`src/rtl/booth4_pkg.sv`:
```
// rtl/booth4_pkg.sv - shared types and constants for the radix-4 Booth sequential multiplier
package booth4_pkg;

  localparam int DEFAULT_WIDTH = 16;

  typedef enum logic [1:0] {
    IDLE = 2'd0,
    CALC = 2'd1,
    DONE = 2'd2
  } state_t;

  typedef struct packed {
    logic neg;
    logic one;
    logic two;
  } booth_digit_t;

endpackage

```
`src/rtl/booth4_enc.sv`:
```
// rtl/booth4_enc.sv - radix-4 Booth triplet {b[2i+1],b[2i],b[2i-1]} to digit controls
module booth4_enc
  import booth4_pkg::*;
(
  input  logic [2:0]   triplet,
  output booth_digit_t digit
);

  logic one;

  assign one       = triplet[1] ^ triplet[0];
  assign digit.neg = triplet[2];
  assign digit.one = one;
  assign digit.two = ~one & (triplet[2] ^ triplet[1]);

endmodule

```
`src/rtl/booth4_seq_mult.sv`:
```
// rtl/booth4_seq_mult.sv - sequential radix-4 Booth signed multiplier, one digit per cycle; BOOTH4_SEQ_OUTREG_EN adds an output register stage
module booth4_seq_mult
  import booth4_pkg::*;
#(
  parameter int WIDTH = DEFAULT_WIDTH
) (
  input  logic                 sys_clk,
  input  logic                 sys_rst,
  input  logic                 in_valid,
  output logic                 in_ready,
  input  logic [WIDTH-1:0]     mcand,
  input  logic [WIDTH-1:0]     mplier,
  output logic                 out_valid,
  input  logic                 out_ready,
  output logic [2*WIDTH-1:0]   product
);

  localparam int STEPS = WIDTH / 2;
  localparam int CW    = (STEPS > 1) ? $clog2(STEPS) : 1;
  localparam int PW    = 2 * WIDTH;
  localparam logic [CW-1:0] LAST = CW'(STEPS - 1);

  state_t         state;
  logic [WIDTH-1:0] mc;
  logic [WIDTH:0] mp_sh;
  logic [CW-1:0]  cnt;
  logic [PW-1:0]  acc;

  booth_digit_t   digit;
  logic [PW-1:0]  mc_ext;
  logic [PW-1:0]  mag;
  logic [PW-1:0]  pp;

  // mp_sh is shifted two bits per step, so the current triplet is always its low three bits
  booth4_enc u_enc (
    .triplet (mp_sh[2:0]),
    .digit   (digit)
  );

  // Sign-extend before doubling so that -2^(WIDTH-1) * 2 stays exact
  always_comb begin
    mc_ext = {{WIDTH{mc[WIDTH-1]}}, mc};
    mag    = '0;
    if (digit.two)
      mag = mc_ext << 1;
    else if (digit.one)
      mag = mc_ext;
    pp = (digit.neg ? (~mag + PW'(1)) : mag) << {cnt, 1'b0};
  end

`ifdef BOOTH4_SEQ_OUTREG_EN
  logic          fin;
  logic [PW-1:0] prod_q;
  assign product = prod_q;
`else
  assign product = acc;
`endif

  always_ff @(posedge sys_clk) begin
    if (sys_rst) begin
      state     <= IDLE;
      in_ready  <= 1'b1;
      out_valid <= 1'b0;
      mc        <= '0;
      mp_sh     <= '0;
      cnt       <= '0;
      acc       <= '0;
`ifdef BOOTH4_SEQ_OUTREG_EN
      fin       <= 1'b0;
      prod_q    <= '0;
`endif
    end else begin
      case (state)
        IDLE: begin
          if (in_valid) begin
            mc       <= mcand;
            mp_sh    <= {mplier, 1'b0};
            acc      <= '0;
            cnt      <= '0;
            in_ready <= 1'b0;
            state    <= CALC;
          end
        end
        CALC: begin
`ifdef BOOTH4_SEQ_OUTREG_EN
          if (fin) begin
            prod_q    <= acc;
            fin       <= 1'b0;
            out_valid <= 1'b1;
            state     <= DONE;
          end else begin
            acc   <= acc + pp;
            mp_sh <= mp_sh >> 2;
            if (cnt == LAST)
              fin <= 1'b1;
            else
              cnt <= cnt + CW'(1);
          end
`else
          acc   <= acc + pp;
          mp_sh <= mp_sh >> 2;
          if (cnt == LAST) begin
            out_valid <= 1'b1;
            state     <= DONE;
          end else begin
            cnt <= cnt + CW'(1);
          end
`endif
        end
        DONE: begin
          if (out_ready) begin
            out_valid <= 1'b0;
            in_ready  <= 1'b1;
            state     <= IDLE;
          end
        end
        default: begin
          out_valid <= 1'b0;
          in_ready  <= 1'b1;
          state     <= IDLE;
        end
      endcase
    end
  end

endmodule

```
`config.mk`:
```
export PLATFORM = sky130hd
export DESIGN_NAME = booth4_seq_mult
export DESIGN_NICKNAME = d
export VERILOG_FILES = /design/src/rtl/booth4_pkg.sv /design/src/rtl/booth4_enc.sv /design/src/rtl/booth4_seq_mult.sv
export SDC_FILE = /design/constraint.sdc
export NUM_CORES = 1
export LEC_CHECK = 0
export CAP_MARGIN = 20
export CORE_UTILIZATION = 40
export DETAILED_ROUTE_END_ITERATION = 7
export PLACE_DENSITY = 0.69
export SLEW_MARGIN = 10
export SYNTH_ARGS = -nofsm -noshare
export SYNTH_HDL_FRONTEND = slang
export SYNTH_HIERARCHICAL = 1
export SYNTH_SLANG_ARGS = --single-unit
export TNS_END_PERCENT = 5
```
`constraint.sdc`:
```
create_clock -name sys_clk -period 10.3 [get_ports sys_clk]
set_input_delay 1.545 -clock sys_clk [delete_from_list [all_inputs] [get_ports sys_clk]]
set_output_delay 1.545 -clock sys_clk [all_outputs]
set_load 0.02 [all_outputs]
```
==> flow_metrics.tcl, run 1 <==
set metrics [dict create \
    outcome "finished clean" \
    cts.sinks 72 \
    crit_family "compound AO/OA/AOI/OAI gates" \
    ant_nets 0 \
    antenna_found_initial 0 \
    grt_max_degree 66 \
    crit_buf_inv 2 \
    rows 43 \
    synth_edf_count 0 \
    pwr-share-clk_pct 34.7 \
    die_area_um2 14800 \
    syn_nets 871 \
    hold_path_end "mp_sh[16]$_SDFFE_PP0P_" \
    gp_congestion 0.887 \
    drt_wl_total_um 14500 \
    cts_setup_buffers 0 \
    core_area_um2 13900 \
    cts_resized 0 \
    drc 0 \
    grt_pass1_vias 5164 \
    vdd_drop_max_v 0.0000948 \
    cts_tree "yes" \
    post-route-util_pct 49.0 \
    synth_compound_area_share_pct 28.6 \
    ys_top_cells_by_count "138 x nand2_1, 102 x a21oi_1, 72 x dfxtp_1" \
    crit_type "register to register" \
    rr_worst_depth 25 \
    dp_slack_ns 3.49 \
    dr_total_vias 5726 \
    power.switching_mw 0.298 \
    yosys_warnings 6 \
    syn_area_per_cell_um2 7.20 \
    critPathRequiredTime_ns 10.53 \
    p_int_mw 0.580 \
    synth_fa_ha_area_share_pct 8.87 \
    final-max-slew-violation-count 0 \
    async_flop_share_pct 0 \
    setup_viol 0 \
    ys_ff_latch 72 \
    crit_slowest_cell "dfxtp_1" \
    r2r-start "mp_sh[2]$_SDFFE_PP0P_" \
    p_sw_share_pct 33.9 \
    cts_buffers 9 \
    cts.path.max_buffers 2 \
    synth.most_common_cell "nand2_1" \
    area.growth.synth_to_final_pct 19.2 \
    clock_latency_ns 0.35 \
    finClkSkew_ns 0.00668 \
    arrival_ns 7.17 \
    clk_pin_slew_ns 0.06 \
    synth_top_area_share_pct 25.2 \
    cts_hold_buf 0 \
    path_max_fanout 40 \
    cts-root-buf "clkbuf_16" \
    cpPeakStageDelay_ns 0.94 \
    grt_pass1_wl_um 24500 \
    dieWidth_um 122 \
    leakage_nw 2.71 \
    die_h_um 122 \
    yosys.area_share.simple_pct 22.6 \
    hp-class "register to register" \
    yosysSeqAreaShare_pct 25.2 \
    start_util_pct 41.1 \
    timing.hold.ws_ns 0.467 \
    syn_area_um2 5730 \
    viasPerCell 5.61 \
    ctsHtreeMaxLevel 3 \
    n_antenna_cell 0 \
    power.density_nw_per_um2 129 \
    syn_inst 795 \
    io_pins 70 \
    max_cap_viol_count 0 \
    whs_path_depth 2 \
    hp-start "mp_sh[16]$_SDFFE_PP0P_" \
    worstMarginPinSlew_ns 1.03 \
    first_pass_iters 5 \
    post_dp_cell_area_um2 6530 \
    rsz0062_at_grt "false" \
    seqPwrFrac_pct 35.7 \
    wl_per_cell_um 14.3 \
    synth_top_family_by_area "compound AO/OA/AOI/OAI gates" \
    synth_xor_area_share_pct 5.35 \
    period_share_pct 67.3 \
    design_area_um2 6830 \
    yosysUniqueCellTypes 64 \
    fin_crit_ns 6.93 \
    setup_tns_ns 0 \
    port_buffers 69 \
    drive_gt1_share_pct 5.60 \
    end_kind "register" \
    yosys-top-cells-area "dfxtp_1 25%, nand2_1 9.0%, a21oi_1 8.9%" \
    grt_remaining_overflow 0 \
    fmax_ghz 0.144 \
    synthMuxAreaShare_pct 4.52 \
    r2r_end "product[31]$_SDFFE_PP0P_" \
    reg2reg_slack_ns 3.37 \
    worstSetupStartpointType "register" \
    pwr-share-comb_pct 29.6 \
    drtIter0Drc 242 \
    yosys_most_used_dff "dfxtp_1" \
    setup_ws_ns 3.37 \
    fin_nets 911 \
    slew_headroom_pct 31.1 \
    grtUsageTotal_pct 20.6 \
    dp_hpwl_um 10700 \
    synth_top_cell_by_area "dfxtp_1" \
    hold_violations 0 \
]
-- how the worst max path moves through the flow --
| stage | from | to | slack (ns) | cells after the start |
|---|---|---|---|---|
| 6_report | mp_sh[2]$_SDFFE_PP0P_ | product[31]$_SDFFE_PP0P_ | 3.37 | 25 |
| 5_1_grt | mp_sh[2]$_SDFFE_PP0P_ | product[31]$_SDFFE_PP0P_ | 2.51 | 25 |
| 4_1_cts | mp_sh[2]$_SDFFE_PP0P_ | product[31]$_SDFFE_PP0P_ | 3.42 | 25 |
| 3_5_place_dp | mp_sh[2]$_SDFFE_PP0P_ | product[31]$_SDFFE_PP0P_ | 3.49 | 25 |
| 3_3_place_gp | mp_sh[2]$_SDFFE_PP0P_ | product[31]$_SDFFE_PP0P_ | 3.68 | 25 |
| 2_1_floorplan | mp_sh[1]$_SDFFE_PP0P_ | product[31]$_SDFFE_PP0P_ | 4.35 | 28 |
-- power groups by stage --
stage	Clock (mW)	Combinational, mW	Sequential (mW)
4_1_cts	0.311	0.258	0.314
3_5_place_dp	0	0.256	0.320
2_1_floorplan	0	0.182	0.321
5_1_grt	0.323	0.287	0.316
6_report	0.304	0.259	0.313
3_3_place_gp	0	0.255	0.319
-- worst register-to-register path: stages (launching register included) --
cell       delay [ns]
dfxtp_1          0.94
nand2b_1         0.14
o22ai_2          0.14
buf_4            0.34
nor2b_1          0.18
nand2_1          0.20
ha_1             0.20
inv_1            0.07
a211oi_1         0.35
nand4bb_1        0.35
or3_1            0.45
mux2i_1          0.15
o21ai_0          0.10
a21oi_1          0.19
mux2i_1          0.14
mux2i_1          0.19
ha_1             0.33
nand4_1          0.13
a21oi_1          0.05
a211oi_1         0.60
o21ai_0          0.30
a2111oi_0        0.56
o311ai_0         0.25
xor2_1           0.20
a21oi_1          0.16
o22ai_1          0.09
-- registers in the layout (all words and copies together) (netlist names) --
signal	count
product	32
cnt	3
mc	16
in_ready	1
state	2
mp_sh	17
out_valid	1
-- final cells by class --
type,count,area (µm²)
Clock inverter,5,40.0
Sequential cell,72,1440
Timing Repair Buffer,79,761
Inverter,21,78.8
Fill cell,1391,7110
Clock buffer,11,253
Multi-Input combinational cell,652,4030
Tap cell,180,225
-- logic make-up (layout without fill, tap and decap cells) --
logic type | count (synthesis) | after routing
buffers and inverters | 71 | 116
flip-flops | 72 | 72
AO/OA/AOI/OAI | 257 | 257
AND/OR/NAND/NOR | 295 | 295
adder cells (fa/ha/maj) | 40 | 40
multiplexers | 25 | 25
XOR/XNOR | 35 | 35
-- through the flow --
stage | instances | total power [mW]
detailed placement | 1004 | 0.575
global route | 1020 | 0.926
CTS | 1020 | 0.882
floorplan | 795 | 0.504
finish | 1020 | 0.877
global placement | 1004 | 0.574
-- cell usage in the layout (no fill, tap or decap), types with 4 or more instances in the layout --
| master | n |
|---|---|
| clkbuf_16 | 9 |
| nand2_1 | 137 |
| a22o_1 | 8 |
| o21bai_1 | 5 |
| buf_4 | 10 |
| xnor2_1 | 20 |
| o21ai_0 | 41 |
| nand2b_1 | 6 |
| a211oi_1 | 10 |
| o211ai_1 | 5 |
| o22ai_1 | 6 |
| a22oi_1 | 6 |
| and3_1 | 4 |
| dfxtp_1 | 72 |
| xor2_1 | 15 |
| a21o_1 | 12 |
| mux2i_1 | 18 |
| a21oi_1 | 102 |
| nand4_1 | 5 |
| inv_1 | 19 |
| nor2_1 | 66 |
| ha_1 | 39 |
| mux2_2 | 7 |
| clkdlybuf4s50_1 | 68 |
| nand3_1 | 34 |
| a311oi_1 | 15 |
| nor3_1 | 18 |
| o21a_1 | 12 |
-- layer usage --
layer	routed length, µm	global-route usage (%)
met1	7120	27.0
met2	6590	33.5
met3	544	3.56
met4	293	8.02
met5	0	0
Note: power is estimated with default switching activity, not from simulation.
==> run 2, diff against run 1 <==
==> constraint.sdc (replaced) <==
create_clock -name sys_clk -period 6.5 [get_ports sys_clk]
set_input_delay 0.975 -clock sys_clk [delete_from_list [all_inputs] [get_ports sys_clk]]
set_output_delay 0.975 -clock sys_clk [all_outputs]
set_load 0.02 [all_outputs]
==> flow_metrics.tcl, run 2 (synthesized netlist as in run 1, its figures left out) <==
set metrics [dict create \
    outcome "finished clean" \
    cts_tree "yes" \
    drt_wl_total_um 15100 \
    gp_congestion 0.912 \
    reg2reg_slack_ns 0.56 \
    largest_register_ffs 32 \
    hold_path_end "mp_sh[16]$_SDFFE_PP0P_" \
    setup_ws_ns 0.555 \
    cts_setup_buffers 0 \
    vdd_drop_max_v 0.000121 \
    met3_usage_pct 4.21 \
    grt_max_degree 66 \
    dp_hpwl_um 10800 \
    seqPwrFrac_pct 35.0 \
    finalPower_mw 1.41 \
    grt_most_used_layer "met2" \
    pwr-share-comb_pct 29.7 \
    finalNonFillerCells 1024 \
    design_area_um2 6850 \
    antenna_found_initial 0 \
    drive_gt1_share_pct 6.04 \
    finClkSkew_ns 0.00890 \
    fmax_ghz 0.168 \
    grt_pass1_vias 5263 \
    cts-root-buf "clkbuf_16" \
    core_area_um2 13900 \
    clock_latency_ns 0.35 \
    rsz0062_at_grt "false" \
    ant_nets 0 \
    arrival_ns 6.18 \
    clk_pin_slew_ns 0.06 \
    path_max_fanout 35 \
    n_antenna_cell 0 \
    cts_resized 0 \
    grt_remaining_overflow 0 \
    cts.sinks 72 \
    critPathRequiredTime_ns 6.73 \
    r2r-start "mp_sh[1]$_SDFFE_PP0P_" \
    final_common_cell "nand2_1" \
    post_dp_cell_area_um2 6560 \
    port_buffers 69 \
    grt_pass1_wl_um 24900 \
    fin_crit_ns 5.94 \
    start_util_pct 41.1 \
    r2r_end "product[31]$_SDFFE_PP0P_" \
    use_met2_pct 35.0 \
    power.switching_mw 0.494 \
    power.density_nw_per_um2 205 \
    rows 43 \
    final-max-slew-violation-count 0 \
    dr_total_vias 5774 \
    p_sw_share_pct 35.1 \
    dieWidth_um 122 \
    die_h_um 122 \
    drc 0 \
    layout_common_cells "137 x nand2_1, 102 x a21oi_1, 72 x dfxtp_1, 68 x clkdlybuf4s50_1, 66 x nor2_1" \
    dp.cells 1008 \
    hp-class "register to register" \
    grtUsageTotal_pct 21.1 \
    p_int_mw 0.914 \
    ctsHtreeMaxLevel 3 \
    first_pass_iters 5 \
    die_area_um2 14800 \
    worstMarginPinSlew_ns 0.999 \
    setup_tns_ns 0 \
    period_share_pct 91.5 \
    worstSetupStartpointType "register" \
    slew_headroom_pct 33.0 \
    pwr-share-clk_pct 35.2 \
    setup_viol 0 \
    io_pins 70 \
    dp_slack_ns 0.720 \
    cts.path.max_buffers 2 \
    fin_nets 915 \
    cts_hold_buf 0 \
    leakage_nw 2.73 \
    hold_violations 0 \
    viasPerCell 5.64 \
    rr_worst_depth 22 \
    cts_buffers 9 \
    whs_path_depth 2 \
    max_cap_viol_count 0 \
    wl_per_cell_um 14.8 \
    area.growth.synth_to_final_pct 19.7 \
    hp-start "mp_sh[16]$_SDFFE_PP0P_" \
    grt_util_met1_pct 26.6 \
    crit_type "register to register" \
    end_kind "register" \
    drtIter0Drc 376 \
]
==> run 2: metrics by stage <==
stage	hold WS, ns	utilization [%]
after floorplan	0.445	-
after global routing	0.494	49.2
after CTS	0.473	49.2
final	0.470	49.2
after detailed placement	0.464	47.1
after global placement	0.457	47.1
==> run 2: cell type report <==
class / instances / area, µm²
clock buffers: 10 / 239
clock inverters: 6 / 51.3
fillers: 1358 / 7080
inverters: 21 / 78.8
multi-input cells: 652 / 4030
flip-flops and latches: 72 / 1440
well taps: 180 / 225
repair buffers: 83 / 791
==> run 2: worst max-delay path: stages, from the launching register on <==
cell and delay (ns):
dfxtp_1 0.34, nand2b_1 0.16, o22ai_2 0.23, buf_4 0.35, and3b_1 0.23, a211oi_1 0.44
nand4bb_1 0.34, or3_1 0.44, mux2i_1 0.13, o21ai_0 0.09, a21oi_1 0.08, mux2_2 0.31
o21ba_2 0.21, ha_1 0.32, a211oi_1 0.38, nand2_1 0.12, nor3_1 0.18, o21ai_0 0.16
a2111oi_0 0.57, o311ai_0 0.26, xor2_1 0.20, a21oi_1 0.17, o22ai_1 0.10
==> run 2: worst max-delay path by stage <==
stage / start / end / slack, ns / cells past startpoint
after floorplan: mp_sh[1]$_SDFFE_PP0P_ / product[31]$_SDFFE_PP0P_ / 0.55 / 28
after global placement: mp_sh[0]$_SDFFE_PP0P_ / product[28]$_SDFFE_PP0P_ / 0.87 / 22
after detailed placement: mp_sh[1]$_SDFFE_PP0P_ / product[31]$_SDFFE_PP0P_ / 0.72 / 22
after CTS: mp_sh[1]$_SDFFE_PP0P_ / product[31]$_SDFFE_PP0P_ / 0.62 / 22
after global routing: mp_sh[1]$_SDFFE_PP0P_ / product[31]$_SDFFE_PP0P_ / 0.002 / 24
final: mp_sh[1]$_SDFFE_PP0P_ / product[31]$_SDFFE_PP0P_ / 0.56 / 22
==> run 2: power groups by stage <==
stage                     clock network (mW)  registers (mW)  logic, mW
after CTS                              0.507           0.493      0.416
after global placement                     0           0.503      0.412
final                                  0.496           0.493      0.419
after detailed placement                   0           0.503      0.413
after global routing                   0.525           0.497      0.460
after floorplan                            0           0.509      0.289
==> run 2: per-layer routing <==
layer	vias up	share of wire, %	routed length (µm)
li1	2969	-	-
met1	2638	48	7290
met2	139	46	6940
met3	28	3.7	563
met4	0	2.1	324
met5	-	0	0
